===== config.mk =====
export PLATFORM = sky130hd
export DESIGN_NAME = prga_decrypt_fsm
export DESIGN_NICKNAME = d
export VERILOG_FILES = /design/src/rtl/prga_pkg.sv /design/src/rtl/prga_decrypt_fsm.sv
export SDC_FILE = /design/constraint.sdc
export NUM_CORES = 1
export LEC_CHECK = 0
export ABC_AREA = 0
export BUFFER_PORTS_ARGS = -buffer_cell sky130_fd_sc_hd__buf_2
export CORE_AREA = 2 2 113 82
export DETAILED_ROUTE_END_ITERATION = 10
export DIE_AREA = 0 0 115 84
export PLACE_DENSITY = 0.8
export SYNTH_ARGS = -nofsm -noshare
export SYNTH_HDL_FRONTEND = slang
export SYNTH_SLANG_ARGS = --single-unit

===== constraint.sdc =====
create_clock -name clock -period 2.4 [get_ports clock]
set_input_delay 0.36 -clock clock [delete_from_list [all_inputs] [get_ports clock]]
set_output_delay 0.36 -clock clock [all_outputs]
set_load 0.005 [all_outputs]

===== src/rtl/prga_pkg.sv =====
// Shared types and constants for the RC4 pseudo-random generation / decrypt FSM.
package prga_pkg;

    typedef enum logic [3:0] {
        S_IDLE, S_INC, S_RD_SI, S_WT_SI, S_LD_SI, S_RD_SJ, S_WT_SJ, S_LD_SJ,
        S_WR_I, S_WR_J, S_RD_F, S_WT_F, S_LD_F, S_WR_D, S_NEXT, S_DONE
    } state_t;

    localparam int         MSG_LEN_DEFAULT = 32;
    localparam logic [7:0] CHAR_LO         = 8'h61;
    localparam logic [7:0] CHAR_HI         = 8'h7A;
    localparam logic [7:0] CHAR_SPACE      = 8'h20;

    function automatic bit is_valid_char(input logic [7:0] c);
        return ((c >= CHAR_LO) && (c <= CHAR_HI)) || (c == CHAR_SPACE);
    endfunction

endpackage


===== src/rtl/prga_decrypt_fsm.sv =====
// RC4 PRGA phase: swaps S, fetches keystream byte, XORs with ROM ciphertext into decrypt RAM.
// Optional plaintext check enabled by defining PRGA_VALID_CHECK_EN.
module prga_decrypt_fsm
    import prga_pkg::*;
#(
    parameter int MSG_LEN = MSG_LEN_DEFAULT
) (
    input  logic       clock,
    input  logic       reset_n,
    input  logic       start,
    input  logic [7:0] q,
    output logic [7:0] address,
    output logic [7:0] data,
    output logic       wren,
    output logic [7:0] rom_address,
    input  logic [7:0] rom_q,
    output logic [7:0] dec_address,
    output logic [7:0] dec_data,
    output logic       dec_wren,
    output logic       finish,
    output logic       key_invalid
);

    localparam logic [7:0] K_LAST = 8'(MSG_LEN - 1);

    state_t     r_state, w_next;
    logic [7:0] r_i, r_j, r_k, r_si, r_sj, r_f;
    logic [7:0] r_address, r_data, r_rom_address, r_dec_address, r_dec_data;
    logic       r_wren, r_dec_wren;
    logic [7:0] w_plain;
    logic       w_stop;

    assign w_plain = r_f ^ rom_q;

`ifdef PRGA_VALID_CHECK_EN
    logic r_key_invalid;

    always_ff @(posedge clock or negedge reset_n) begin
        if (!reset_n)                           r_key_invalid <= 1'b0;
        else if (r_state == S_IDLE && start)    r_key_invalid <= 1'b0;
        else if (r_state == S_WR_D && !is_valid_char(w_plain)) r_key_invalid <= 1'b1;
    end

    // A rejected byte ends the run early; the bad byte itself is still written.
    assign w_stop      = (r_k == K_LAST) || r_key_invalid;
    assign key_invalid = r_key_invalid;
`else
    assign w_stop      = (r_k == K_LAST);
    assign key_invalid = 1'b0;
`endif

    always_ff @(posedge clock or negedge reset_n) begin
        if (!reset_n) r_state <= S_IDLE;
        else          r_state <= w_next;
    end

    always_comb begin
        w_next = r_state;
        case (r_state)
            S_IDLE:  if (start) w_next = S_INC;
            S_NEXT:  w_next = w_stop ? S_DONE : S_INC;
            S_DONE:  w_next = S_IDLE;
            default: w_next = state_t'(r_state + 4'd1);
        endcase
    end

    always_ff @(posedge clock or negedge reset_n) begin
        if (!reset_n) begin
            r_i           <= '0;
            r_j           <= '0;
            r_k           <= '0;
            r_si          <= '0;
            r_sj          <= '0;
            r_f           <= '0;
            r_address     <= '0;
            r_data        <= '0;
            r_wren        <= 1'b0;
            r_rom_address <= '0;
            r_dec_address <= '0;
            r_dec_data    <= '0;
            r_dec_wren    <= 1'b0;
        end else begin
            case (r_state)
                S_IDLE: if (start) begin
                    r_i <= '0;
                    r_j <= '0;
                    r_k <= '0;
                end
                S_INC:   r_i <= r_i + 8'd1;
                S_RD_SI: r_address <= r_i;
                S_LD_SI: begin
                    r_si <= q;
                    r_j  <= r_j + q;
                end
                S_RD_SJ: r_address <= r_j;
                S_LD_SJ: r_sj <= q;
                S_WR_I: begin
                    r_address <= r_i;
                    r_data    <= r_sj;
                    r_wren    <= 1'b1;
                end
                S_WR_J: begin
                    r_address <= r_j;
                    r_data    <= r_si;
                    r_wren    <= 1'b1;
                end
                // Pre-swap si+sj equals post-swap S[i]+S[j], so no re-read is needed.
                S_RD_F: begin
                    r_wren        <= 1'b0;
                    r_address     <= r_si + r_sj;
                    r_rom_address <= r_k;
                end
                S_LD_F: r_f <= q;
                S_WR_D: begin
                    r_dec_address <= r_k;
                    r_dec_data    <= w_plain;
                    r_dec_wren    <= 1'b1;
                end
                S_NEXT: begin
                    r_dec_wren <= 1'b0;
                    if (!w_stop) r_k <= r_k + 8'd1;
                end
                default: ;
            endcase
        end
    end

    assign address     = r_address;
    assign data        = r_data;
    assign wren        = r_wren;
    assign rom_address = r_rom_address;
    assign dec_address = r_dec_address;
    assign dec_data    = r_dec_data;
    assign dec_wren    = r_dec_wren;
    assign finish      = (r_state == S_DONE);

endmodule

==> results by stage <==
Yosys:
- The most used flip-flop cell after synthesis is dfrtp_1.
- When the netlist entered floorplanning its net count stood at 531.
- In the synthesized netlist, the number of instances is 490.
- The library cell with the largest summed area after synthesis is dfrtp_1.
- Summing the sequential cell areas from Yosys gives 48.2% of the chip area.
- The synthesized netlist occupies a cell area of 4880 um2.
- By area the synthesized netlist is led by dfrtp_1, nand2_1, mux2_2.
- The number of different library cells in the post-synthesis netlist is 51.
- The number of synthesis warnings is 0.
- Each instance of the synthesized netlist takes up on average 9.96 um2.
- The area share of the leading cell type in the synthesized netlist is 48.2%.
- The register bit total from synthesis is 94.
- Counting flops with a built-in enable in the synthesized netlist gives 0.
- The async set or reset register ratio after synthesis is 100%.

Routing:
- The DRC violation count after routing is 0.
- The detailed-router iteration count before antenna repair is 5.
- The violation count after the first detailed-routing iteration is 249.
- The vias per cell is 5.68.
- The routed wire length per instance is 16.3 um.
- The final routed wirelength across all metal layers is 10,900 um.
- The remaining antenna violation count is 0.
- The routed layout has 3,780 vias.

Timing:
- The number of endpoints with negative hold slack in the final report is 0.
- The max-slew violation count was 0.
- Setup repair after global routing left no endpoint under its margin.
- Final hold analysis gives a worst-case slack of 0.266 ns.
- Setup violations remaining at the end of the flow were counted as 0.
- The worst setup skew after layout is 0.00762 ns.
- Of the available clock period, the critical path in the final layout requires 84.1%.
- For the final routed database, the setup TNS stands at 0 ns.
- The worst path needs 2.02 ns of the cycle, external delays included.
- For this run, the top clock speed supported by timing is 495 MHz.

Power:
- The cell internal power dissipation is 3.02 mW.
- The part of the total power dissipated in sequential elements is 45.6%.
- The switching share of power is 26.8%.
- The analysis attributes to net switching a power of 1.11 mW.
- The part of the total power dissipated in combinational logic is 17.6%.
- The share of total power dissipated in the clock network is 36.8%.
- The analysis attributes to cell leakage a power of 2.73 nW.
- Across the VDD grid, the largest voltage drop is 0.401 mV.
- The areal power density over the cells is 737 nW/um2.

Cells and area:
- The number of inserted diodes is 0.
- The layout filler cell count is 714.
- The area taken by flip-flops and latches is 2350 um2.
- For this run, the share of the core covered by cells in the final layout is 64.4%.
- The summed area of non-filler cells in the final layout is 5610 um2.
- The layout-stage area growth over the synthesis result is 14.9%.
- The top cell types in the final layout, fill and taps aside, are dfrtp_1, nand2_1, buf_2.
- In the final layout, the share of cells above drive strength 1 is 22.6%.
- The net count of the finished layout is 595.
- Leaving out fill and tap cells, the most frequent cell in the layout is dfrtp_1.
- The final standard cell count with taps included and fillers excluded is 666.
- The area of the multi-input gates is 2360 um2.

Floorplan:
- The die covers 9660 um2.
- The placeable core region is 8710 um2.
- The die width is 115 um.
- The count of pins on the block boundary is 63.
- The height of the die is 84 um.
- The site row count is 29.
- Once the floorplan was initialized, standard cells occupied 56.0% of the core.

Setup path:
- The endpoint kind of the worst setup timing path is a register.
- Walking the worst path, the cells encountered are inv_1, ha_1, mux2i_1, nor4_2, nand3_1, xor2_1, nor2_1.
- Tracing the worst setup path back leads to its startpoint at r_state[0].
- The capturing element of the worst setup path is r_i[5].
- The worst endpoint data arrival time is 2.24 ns.
- Among all stages on the critical path, the largest delay is contributed by dfrtp_1.
- The worst-case register-to-register setup slack is 0.38 ns.
- The reg-to-reg critical path endpoint is r_i[5].
- The startpoint-to-endpoint class of the critical path is register to register.
- STA puts the critical path data required time at 2.62 ns.
- On the worst path, the slowest cell contributes a delay of 0.44 ns.
- The maximum fanout encountered on the critical timing path is 12.
- For the worst flop-to-flop path, the logic depth is 7.
- The kind of start point of the critical path is a register.
- The source of the worst register-to-register timing path is r_state[0].

Clock network:
- The worst-case clock buffer depth is 2.
- The worst-skew pair later-pin latency is 0.34 ns.
- The count of clock tree sinks is 94.
- Clock-pin slew was measured on the worst setup and hold paths at 0.06 ns.
- The root buffer cell chosen for the clock tree is clkbuf_16.
- The CTS tree is built.
- Clock tree synthesis inserted a total of 9 buffers.
- The number of setup buffers added after CTS is 0.
- The level count of the clock H-tree is 3.
- In this run, post-CTS repair resized a total of 0 instances.
- The number of hold buffers added after CTS was 1.

Placed design:
- The routability congestion estimate from global placement is 0.882.
- The HPWL after detailed placement is 7900 um.
- In this run the cell area measured after placement is 5280 um2.
- Including well taps, the total number of placed cells is 650.
- The count of buffers added on input and output ports is 61.

Global route:
- The overall routing resource usage is 24.6%.
- The number of global-route vias before repair was 3,821.
- Global routing finished with a remaining overflow of 0.
- The pin count of the biggest net entering global routing is 41.
- The initial antenna violation count was 0.
- The wire length of the first global-routing pass is 18,500 um.

Run status:
- The run finished with clean final reports.

Worst hold path:
- The worst min-delay path category is input pin to register.

Run:
- The number of violations of the max-capacitance limit is 0.
## stage by stage
stage | setup slack [ns] | total power [mW]
3_5_place_dp | 0.353 | 2.63
3_3_place_gp | 0.467 | 2.59
2_1_floorplan | 0.586 | 2.34
6_report | 0.381 | 4.13
4_1_cts | 0.370 | 4.15
5_1_grt | 0.0830 | 4.32
## cell usage after synthesis, drive strengths merged (3+ instances only)
cell type / count
dfrtp: 94
nand2: 87
o21ai: 42
nor2: 36
mux2: 26
nand3: 25
a21oi: 21
ha: 20
xnor2: 15
buf: 14
mux2i: 13
inv: 12
xor2: 12
nand4: 7
and2: 6
clkbuf: 6
nor3: 6
a31oi: 5
and3: 5
nor2b: 4
a21o: 3
a22oi: 3
a32oi: 3
nand2b: 3
nor3b: 3
## worst max-delay path: cells and delay by family, from the launching register on
kind                       cells  cell delay, ns
and+or+nand+nor                3            0.57
xor gates and xnor gates       1            0.15
buffers and inverters          1            0.13
DFF                            1            0.44
adders and majority gates      1            0.42
muxes                          1            0.19
## layout make-up
| type | count | area share, % |
|---|---|---|
| multi-input cells | 364 | 42.1 |
| flip-flops and latches | 94 | 42.0 |
| repair buffers | 73 | 7.14 |
| clock buffers | 12 | 4.40 |
| well taps | 108 | 2.41 |
| clock inverters | 3 | 1.23 |
| inverters | 12 | 0.803 |
## flip-flops by register name (all words and copies together) (netlist names)
signal,cells
address,8
data,8
dec_address,8
dec_data,8
dec_wren,1
r_f,8
r_i,8
r_j,8
r_k,8
r_si,8
r_sj,8
r_state,4
rom_address,8
wren,1
## power groups by stage
stage          Sequential (mW)  Combinational, mW  Clock (mW)
6_report                  1.89              0.726        1.52
5_1_grt                   1.90              0.816        1.60
4_1_cts                   1.88              0.725        1.54
3_5_place_dp              1.92              0.716           0
3_3_place_gp              1.91              0.679           0
2_1_floorplan             1.88              0.458           0
## layer usage
| metal | up-vias | global-route usage, % | wire (um) |
|---|---|---|---|
| li1 | 1815 | - | - |
| met1 | 1843 | 32.4 | 4810 |
| met2 | 101 | 40.0 | 5220 |
| met3 | 21 | 5.95 | 617 |
| met4 | 0 | 8.11 | 219 |
| met5 | - | 0 | 0 |
## logic make-up after synthesis
| kind of cell | count (synthesis) | synth area share (%) |
|---|---|---|
| simple gates | 187 | 18.0 |
| flops | 94 | 48.2 |
| compound gates | 88 | 10.8 |
| mux | 39 | 8.67 |
| buf+inv | 32 | 3.44 |
| xor+xnor | 27 | 4.85 |
| fa+ha+maj | 22 | 5.95 |
| other cells | 1 | 0.0769 |
## worst min-delay path by stage
stage / start / end / slack (ns) / cells past startpoint
3_5_place_dp: reset_n / r_sj[5] / 0.36 / 1
3_3_place_gp: reset_n / data[7] / 0.35 / 1
2_1_floorplan: reset_n / address[0] / 0.06 / 0
4_1_cts: q[0] / r_si[0] / 0.26 / 3
6_report: q[0] / r_si[0] / 0.27 / 3
5_1_grt: q[0] / r_si[0] / 0.29 / 3
No activity file was read; power rests on OpenSTA's default activity.
